===== src/rtl/ddr_rd_pkg.sv =====
// Shared types and AXI constants for the DDR frame read controller.
package ddr_rd_pkg;

  typedef enum logic [2:0] {
    S_IDLE,
    S_CHECK,
    S_ADDR,
    S_DATA,
    S_SETTLE
  } state_e;

  localparam logic [2:0] ARSIZE_32B   = 3'b101;
  localparam logic [1:0] ARBURST_INCR = 2'b01;
  localparam logic [1:0] RRESP_OKAY   = 2'b00;

endpackage


===== src/rtl/ddr_rd_burst_ctrl.sv =====
// AXI4 read master fetching a frame from DDR in fixed bursts into a FIFO.
module ddr_rd_burst_ctrl
  import ddr_rd_pkg::*;
#(
  parameter int ADDR_WIDTH  = 28,
  parameter int DATA_WIDTH  = 256,
  parameter int BURST_LEN   = 16,
  parameter int FRAME_BEATS = 115200,
  parameter int FIFO_DEPTH  = 512,
  parameter int LEVEL_WIDTH = 10
) (
  input  logic                   clk,
  input  logic                   rst_n,
  input  logic                   frame_start,
  input  logic [ADDR_WIDTH-1:0]  frame_base,
  output logic                   m_arvalid,
  input  logic                   m_arready,
  output logic [ADDR_WIDTH-1:0]  m_araddr,
  output logic [7:0]             m_arlen,
  output logic [2:0]             m_arsize,
  output logic [1:0]             m_arburst,
  input  logic                   m_rvalid,
  output logic                   m_rready,
  input  logic [DATA_WIDTH-1:0]  m_rdata,
  input  logic                   m_rlast,
  input  logic [1:0]             m_rresp,
  output logic                   fifo_wr_en,
  output logic [DATA_WIDTH-1:0]  fifo_wr_data,
  input  logic [LEVEL_WIDTH-1:0] fifo_wr_water_level,
  input  logic                   fifo_wr_full,
  output logic                   busy,
  output logic                   rd_err
);

  localparam int CW = $clog2(FRAME_BEATS + 1);
  localparam int BW = $clog2(BURST_LEN) + 1;

  localparam logic [CW-1:0] FRAME_CNT = CW'(FRAME_BEATS);
  localparam logic [CW-1:0] BURST_CNT = CW'(BURST_LEN);
  localparam logic [BW-1:0] BLEN      = BW'(BURST_LEN);
  localparam logic [BW-1:0] BLEN_M1   = BW'(BURST_LEN - 1);
  localparam logic [LEVEL_WIDTH-1:0] LVL_MAX =
    LEVEL_WIDTH'(FIFO_DEPTH - BURST_LEN);
  localparam logic [ADDR_WIDTH-1:0] ALIGN_MASK = ~ADDR_WIDTH'(511);

  state_e state_q, state_d;

  logic [ADDR_WIDTH-1:0] base_q, base_d;
  logic [ADDR_WIDTH-1:0] pend_base_q, pend_base_d;
  logic                  pend_q, pend_d;
  logic [CW-1:0]         cnt_q, cnt_d;
  logic [BW-1:0]         bb_q, bb_d;
  logic                  wr_en_q, wr_en_d;
  logic [DATA_WIDTH-1:0] wr_data_q, wr_data_d;
  logic                  err_q, err_d;

  logic [ADDR_WIDTH-1:0] start_base;
  logic [CW-1:0]         cnt_inc;
  logic                  beat;
  logic                  in_burst;
  logic                  err_set;
  logic                  hold_restart;

  assign start_base = frame_base & ALIGN_MASK;
  assign cnt_inc    = cnt_q + BURST_CNT;
  assign beat       = m_rvalid && (state_q == S_DATA);
  assign in_burst   = bb_q < BLEN;

  assign hold_restart = frame_start &&
    ((state_q == S_ADDR) || (state_q == S_DATA));

  // bb_q counts beats already taken in this burst
  assign err_set =
    (beat && (m_rresp != RRESP_OKAY)) ||
    (beat && m_rlast && (bb_q < BLEN_M1)) ||
    (beat && !m_rlast && (bb_q == BLEN_M1)) ||
    (wr_en_q && fifo_wr_full);

  always_comb begin
    state_d     = state_q;
    base_d      = base_q;
    pend_d      = pend_q;
    pend_base_d = pend_base_q;
    cnt_d       = cnt_q;
    bb_d        = bb_q;
    wr_en_d     = beat && in_burst;
    wr_data_d   = beat ? m_rdata : wr_data_q;
    err_d       = (err_q && !frame_start) || err_set;

    if (hold_restart) begin
      pend_d      = 1'b1;
      pend_base_d = start_base;
    end

    unique case (state_q)
      S_IDLE: begin
        if (frame_start) begin
          base_d  = start_base;
          cnt_d   = '0;
          state_d = S_CHECK;
        end
      end
      S_CHECK: begin
        if (frame_start) begin
          base_d = start_base;
          cnt_d  = '0;
        end else if (fifo_wr_water_level <= LVL_MAX) begin
          state_d = S_ADDR;
        end
      end
      S_ADDR: begin
        if (m_arready) begin
          bb_d    = '0;
          state_d = S_DATA;
        end
      end
      S_DATA: begin
        if (beat) begin
          if (in_burst) bb_d = bb_q + BW'(1);
          if (m_rlast) state_d = S_SETTLE;
        end
      end
      S_SETTLE: begin
        pend_d = 1'b0;
        if (frame_start || pend_q) begin
          base_d  = frame_start ? start_base : pend_base_q;
          cnt_d   = '0;
          state_d = S_CHECK;
        end else begin
          cnt_d   = cnt_inc;
          state_d = (cnt_inc == FRAME_CNT) ? S_IDLE : S_CHECK;
        end
      end
      default: state_d = S_IDLE;
    endcase
  end

  always_ff @(posedge clk or negedge rst_n) begin
    if (!rst_n) begin
      state_q     <= S_IDLE;
      base_q      <= '0;
      pend_base_q <= '0;
      pend_q      <= 1'b0;
      cnt_q       <= '0;
      bb_q        <= '0;
      wr_en_q     <= 1'b0;
      wr_data_q   <= '0;
      err_q       <= 1'b0;
    end else begin
      state_q     <= state_d;
      base_q      <= base_d;
      pend_base_q <= pend_base_d;
      pend_q      <= pend_d;
      cnt_q       <= cnt_d;
      bb_q        <= bb_d;
      wr_en_q     <= wr_en_d;
      wr_data_q   <= wr_data_d;
      err_q       <= err_d;
    end
  end

  assign m_arvalid    = (state_q == S_ADDR);
  assign m_araddr     = base_q + (ADDR_WIDTH'(cnt_q) << 5);
  assign m_arlen      = 8'(BURST_LEN - 1);
  assign m_arsize     = ARSIZE_32B;
  assign m_arburst    = ARBURST_INCR;
  assign m_rready     = (state_q == S_DATA);
  assign fifo_wr_en   = wr_en_q;
  assign fifo_wr_data = wr_data_q;
  assign busy         = (state_q != S_IDLE);
  assign rd_err       = err_q;

endmodule

===== config.mk =====
export PLATFORM = sky130hd
export DESIGN_NAME = ddr_rd_burst_ctrl
export DESIGN_NICKNAME = d
export VERILOG_FILES = /design/src/rtl/ddr_rd_pkg.sv /design/src/rtl/ddr_rd_burst_ctrl.sv
export SDC_FILE = /design/constraint.sdc
export NUM_CORES = 1
export LEC_CHECK = 0
export ABC_AREA = 1
export CAP_MARGIN = 20
export CORE_AREA = 3 3 232 234
export DETAILED_ROUTE_END_ITERATION = 10
export DIE_AREA = 0 0 235 237
export GPL_TIMING_DRIVEN = 0
export PLACE_DENSITY = 0.56
export SLEW_MARGIN = 15
export SYNTH_ARGS = -nofsm -noshare
export SYNTH_HDL_FRONTEND = slang
export SYNTH_SLANG_ARGS = --single-unit

===== constraint.sdc =====
create_clock -name clk -period 2.5 [get_ports clk]
set_clock_uncertainty 0.05 [all_clocks]
set_input_delay 0.5 -clock clk [delete_from_list [all_inputs] [get_ports clk]]
set_output_delay 0.5 -clock clk [all_outputs]
set_load 0.1 [all_outputs]

==> impl.org <==
** Run status
- Outcome :: finished with violations
- The checks that failed: negative setup slack.

** Critical path
- Cell Chain, Critical Path :: ha_2 > inv_2 > fa_2 > o21ai_4 > a21oi_4 > o21ai_4 > nand3_4 > xor2_4 > buf_12
- Internal reg-to-reg setup slack :: around 0.35 ns
- The slowest stage of the critical path belongs to the cell sky130_fd_sc_hd__dfrtp_1.
- Source of the worst register-to-register timing path :: cnt_q[5]
- STA classifies the critical path startpoint as a flip-flop.
- Launching instance or port of the critical path :: cnt_q[4]
- Largest delay share family, worst path :: compound AO/OA/AOI/OAI gates
- Reg2reg end :: state_q[0]
- In this run the worst path has a maximum fanout of 3.
- Longest individual stage delay on the worst path :: 0.38 ns
- The worst setup path is captured at an output port.
- Among the stages of the critical path, the cell type that occurs most often is sky130_fd_sc_hd__o21ai_4.
- Required time at the worst-slack endpoint :: 1.95 ns
- Counting cells, the worst reg-to-reg path comes to 11.
- The critical path is of the reg2out type.
- Data on the critical path arrives at its endpoint at approximately 2.6 ns.
- Critical path buffers and inverters :: 2

** GRT
- Wire length of the first global-routing pass :: roughly 70 mm
- Overflow left after global routing :: 0
- GR Util All Layers :: between 10% and 20%
- The number of antenna violations at the first check in global routing is 2.
- Via count of the first global-routing pass :: 11382
- Maximum number of pins on one net before global-route repair :: 99

** Drt
- Wire length per cell :: ~19 um
- Post-route DRC :: 0
- In the routed layout, each cell is associated on average with a via count of roughly 4.3.
- Wires add up to around 46 mm.
- Vias :: 10450
- First-pass iteration count of the detailed router :: 4
- Final ANT Viol Nets :: 0
- Initial DRC Count :: between 300 and 400

** Clocking
- The tree is rooted in a sky130_fd_sc_hd__clkbuf_16.
- Clock latency on the worst-skew pair :: 0.53 ns
- After clock tree synthesis, the clock-pin slew on the worst setup and hold paths is roughly 0.060 ns.
- Sinks on the clock net :: between 300 and 400
- The clock tree synthesis step divided the H-tree into 2 levels.
- TritonCTS built the clock tree.
- TritonCTS created 38 clock buffers.
- The clock passes through at most 3 buffers.

** STA
- Period Utilization, post-route :: 126%
- At the pin with the least slew margin, the transition time is 1.10 ns.
- The routed design could run at a clock period as short as 3.15 ns.
- Final-report hold violation count :: 0
- Setup violations remaining at the end of the flow were counted as 17.
- The final max-slew violation count was 0.
- Headroom to the max-slew limit came out at a little over a quarter.
- TNS Setup :: -7.33 ns
- F_max :: 0.318 GHz
- Final Worst Setup Slack :: -0.647 ns
- Setup repair after global routing could not meet its margin everywhere.

** Layout
- The net count of the finished layout is approximately 2000.
- After routing the design area is ~23000 sq um.
- The filler cells instantiated in the layout total approximately 5000.
- Excluding fillers, the count of instances in the completed layout stands at around 2400.
- In the final layout, the share of cells above drive strength 1 is about a quarter.
- From synthesis to final layout, the design area changed by 64.4%.

** Synthesis
- In the synthesized netlist, the number of instances is roughly 1100.
- Synth Flop Type :: sky130_fd_sc_hd__dfrtp_1
- Cell types with the highest counts after synthesis :: 318 x sky130_fd_sc_hd__dfrtp_1, 139 x sky130_fd_sc_hd__nand2_1, 108 x sky130_fd_sc_hd__mux2_4
- Sequential fraction of the synthesis area :: between 50% and 60%
- Counting flops and latches in the post-synthesis netlist gives 318.
- Synth top area cells :: sky130_fd_sc_hd__dfrtp_1 58%, sky130_fd_sc_hd__mux2_4 12%, sky130_fd_sc_hd__mux2_1 8.2%
- Post-Synth XOR/XNOR Area :: less than 1%
- Number of library cell types mapped by synthesis :: 37
- Syn Std Cell Area :: about 14000 sq um
- Fraction of registers with async set/reset :: 100%
- Yosys mapped a number of flops with a built-in enable equal to 0.
- Number of warning messages in the yosys log :: 0
- Averaged over all synthesized cells, the footprint is ~13 sq um.
- Share of the synthesized area in compound gates (AO/OA/AOI/OAI) :: about 4.6%
- Summing the areas of all and, or, nand and nor instances in the mapped netlist gives about 6.3% of the synthesized area.
- After synthesis, the largest area contributor takes up between 50% and 60% of total cell area.
- Yosys top cell by area :: sky130_fd_sc_hd__dfrtp_1
- Of the total synthesized cell area, the portion taken by full adders, half adders and majority gates is approximately 1.6%.
- Multiplexer cells account for a little under a quarter of the synthesized area.
- By instance count, the leading cell after synthesis is sky130_fd_sc_hd__dfrtp_1.
- Largest family of logic cells by synthesized area :: multiplexers

** Die
- Placeable Area :: between 50000 and 60000 sq um
- Row cnt :: 84
- From left edge to right edge, the die measures 235 um.
- Top-level I/O count :: between 600 and 700
- The floorplan step defined a die boundary enclosing approximately 56000 sq um.
- For this configuration, the core starts out at a cell density of 26.4%.
- Die boundary height :: roughly 240 um

** Place
- RePlAce Congestion :: 0.879
- Number of port buffers :: 573
- Summing all placed instances gives a cell area of around 21000 sq um.
- The number of placed instances, taps included, is around 2300.
- The wire-length estimate of the detail-placed layout is 35.6 mm.

** Run
- Max-cap violations in this run came to 0.

** Worst hold path
- Worst Hold Class :: in2async
[what timing repair did]
action | CTS | global route
setup endpoints to repair | 278 | 19
hold buffers | 1 | 0
resized for setup | 469 | 10
pin swaps | 30 | 19
endpoints found under the hold margin | 35 | 0
gates cloned | 0 | 0
setup buffers | 29 | 11
[placed cells by master, fill, tap and decap left out, types with 5 or more instances in the layout]
| cell | count |
|---|---|
| sky130_fd_sc_hd__nand3_1 | 18 |
| sky130_fd_sc_hd__clkbuf_16 | 39 |
| sky130_fd_sc_hd__inv_1 | 56 |
| sky130_fd_sc_hd__nor3_1 | 5 |
| sky130_fd_sc_hd__clkdlybuf4s50_1 | 293 |
| sky130_fd_sc_hd__clkbuf_8 | 9 |
| sky130_fd_sc_hd__a21oi_4 | 6 |
| sky130_fd_sc_hd__buf_2 | 13 |
| sky130_fd_sc_hd__mux2_1 | 100 |
| sky130_fd_sc_hd__buf_4 | 65 |
| sky130_fd_sc_hd__inv_2 | 5 |
| sky130_fd_sc_hd__nand4_1 | 7 |
| sky130_fd_sc_hd__mux2_2 | 48 |
| sky130_fd_sc_hd__o21ai_0 | 63 |
| sky130_fd_sc_hd__buf_12 | 22 |
| sky130_fd_sc_hd__ha_4 | 12 |
| sky130_fd_sc_hd__conb_1 | 22 |
| sky130_fd_sc_hd__nor2_1 | 30 |
| sky130_fd_sc_hd__nand2_1 | 128 |
| sky130_fd_sc_hd__dfrtp_1 | 308 |
| sky130_fd_sc_hd__buf_6 | 17 |
| sky130_fd_sc_hd__xor2_4 | 11 |
| sky130_fd_sc_hd__o211ai_1 | 7 |
| sky130_fd_sc_hd__dlygate4sd2_1 | 256 |
| sky130_fd_sc_hd__o21ai_1 | 7 |
| sky130_fd_sc_hd__a21oi_1 | 7 |
| sky130_fd_sc_hd__clkbuf_1 | 18 |
| sky130_fd_sc_hd__o22ai_1 | 7 |
| sky130_fd_sc_hd__dfrtp_2 | 10 |
| sky130_fd_sc_hd__mux2_4 | 108 |
| sky130_fd_sc_hd__o21ai_4 | 5 |
| sky130_fd_sc_hd__nand2_2 | 11 |
[flip-flops by register name, summed over array words and instances (netlist names)]
signal	cells
rd_err	1
bb_q	5
pend_q	1
pend_base_q	19
cnt_q	13
fifo_wr_data	256
state_q	3
base_q	19
fifo_wr_en	1
[logic make-up (layout without fill, tap and decap cells)]
family / Yosys count / count (layout)
AOI/OAI and AO/OA: 115 / 115
adders and majority gates: 17 / 17
muxes: 256 / 256
other: 2 / 23
buffers and inverters: 123 / 807
xor gates and xnor gates: 15 / 15
DFF: 318 / 318
and+or+nand+nor: 210 / 210
[worst max path at each step]
stage / to / cells after the start
after global placement: cnt_q[6] / 1
after global routing: m_araddr[25] / 9
after floorplan: m_araddr[25] / 8
after detailed placement: m_araddr[25] / 9
final: m_araddr[25] / 9
after CTS: m_araddr[25] / 9
[routing by layer]
layer  part of all wire, %  vias to the layer above  wire [um]  track usage, %
met5                 0.015                        -          7               0
met4                   2.0                        2        906            3.97
met2                    51                      364      23400            28.8
met1                    40                     5138      18300            19.1
li1                      -                     4894          -               -
met3                   7.7                       52       3540            5.60
[metrics by stage]
stage / setup WS, ns / hold WS (ns) / util [%]
2_1_floorplan: -0.473 / 0.154 / -
3_3_place_gp: -14.97 / 0.425 / 40.1
3_5_place_dp: -1.49 / 0.357 / 40.3
4_1_cts: -0.765 / 0.365 / 43.2
5_1_grt: -0.771 / 0.396 / 43.4
6_report: -0.647 / 0.396 / 43.4
[cell type report]
| cell class | count | area (sq um) | area share (%) |
|---|---|---|---|
| diodes | 1 | 2.50 | 0.0110 |
| repair buffers | 617 | 6080 | 26.8 |
| clock inverters | 5 | 53.8 | 0.237 |
| flip-flops and latches | 318 | 7970 | 35.1 |
| plain buffers | 62 | 468 | 2.06 |
| well taps | 688 | 861 | 3.79 |
| inverters | 61 | 229 | 1.01 |
| multi-input cells | 635 | 5870 | 25.9 |
| clock buffers | 62 | 1150 | 5.08 |
Power is left out: the tool's default activity adds up to more than one toggle a clock period on the data nets, which glitch-free logic cannot reach.
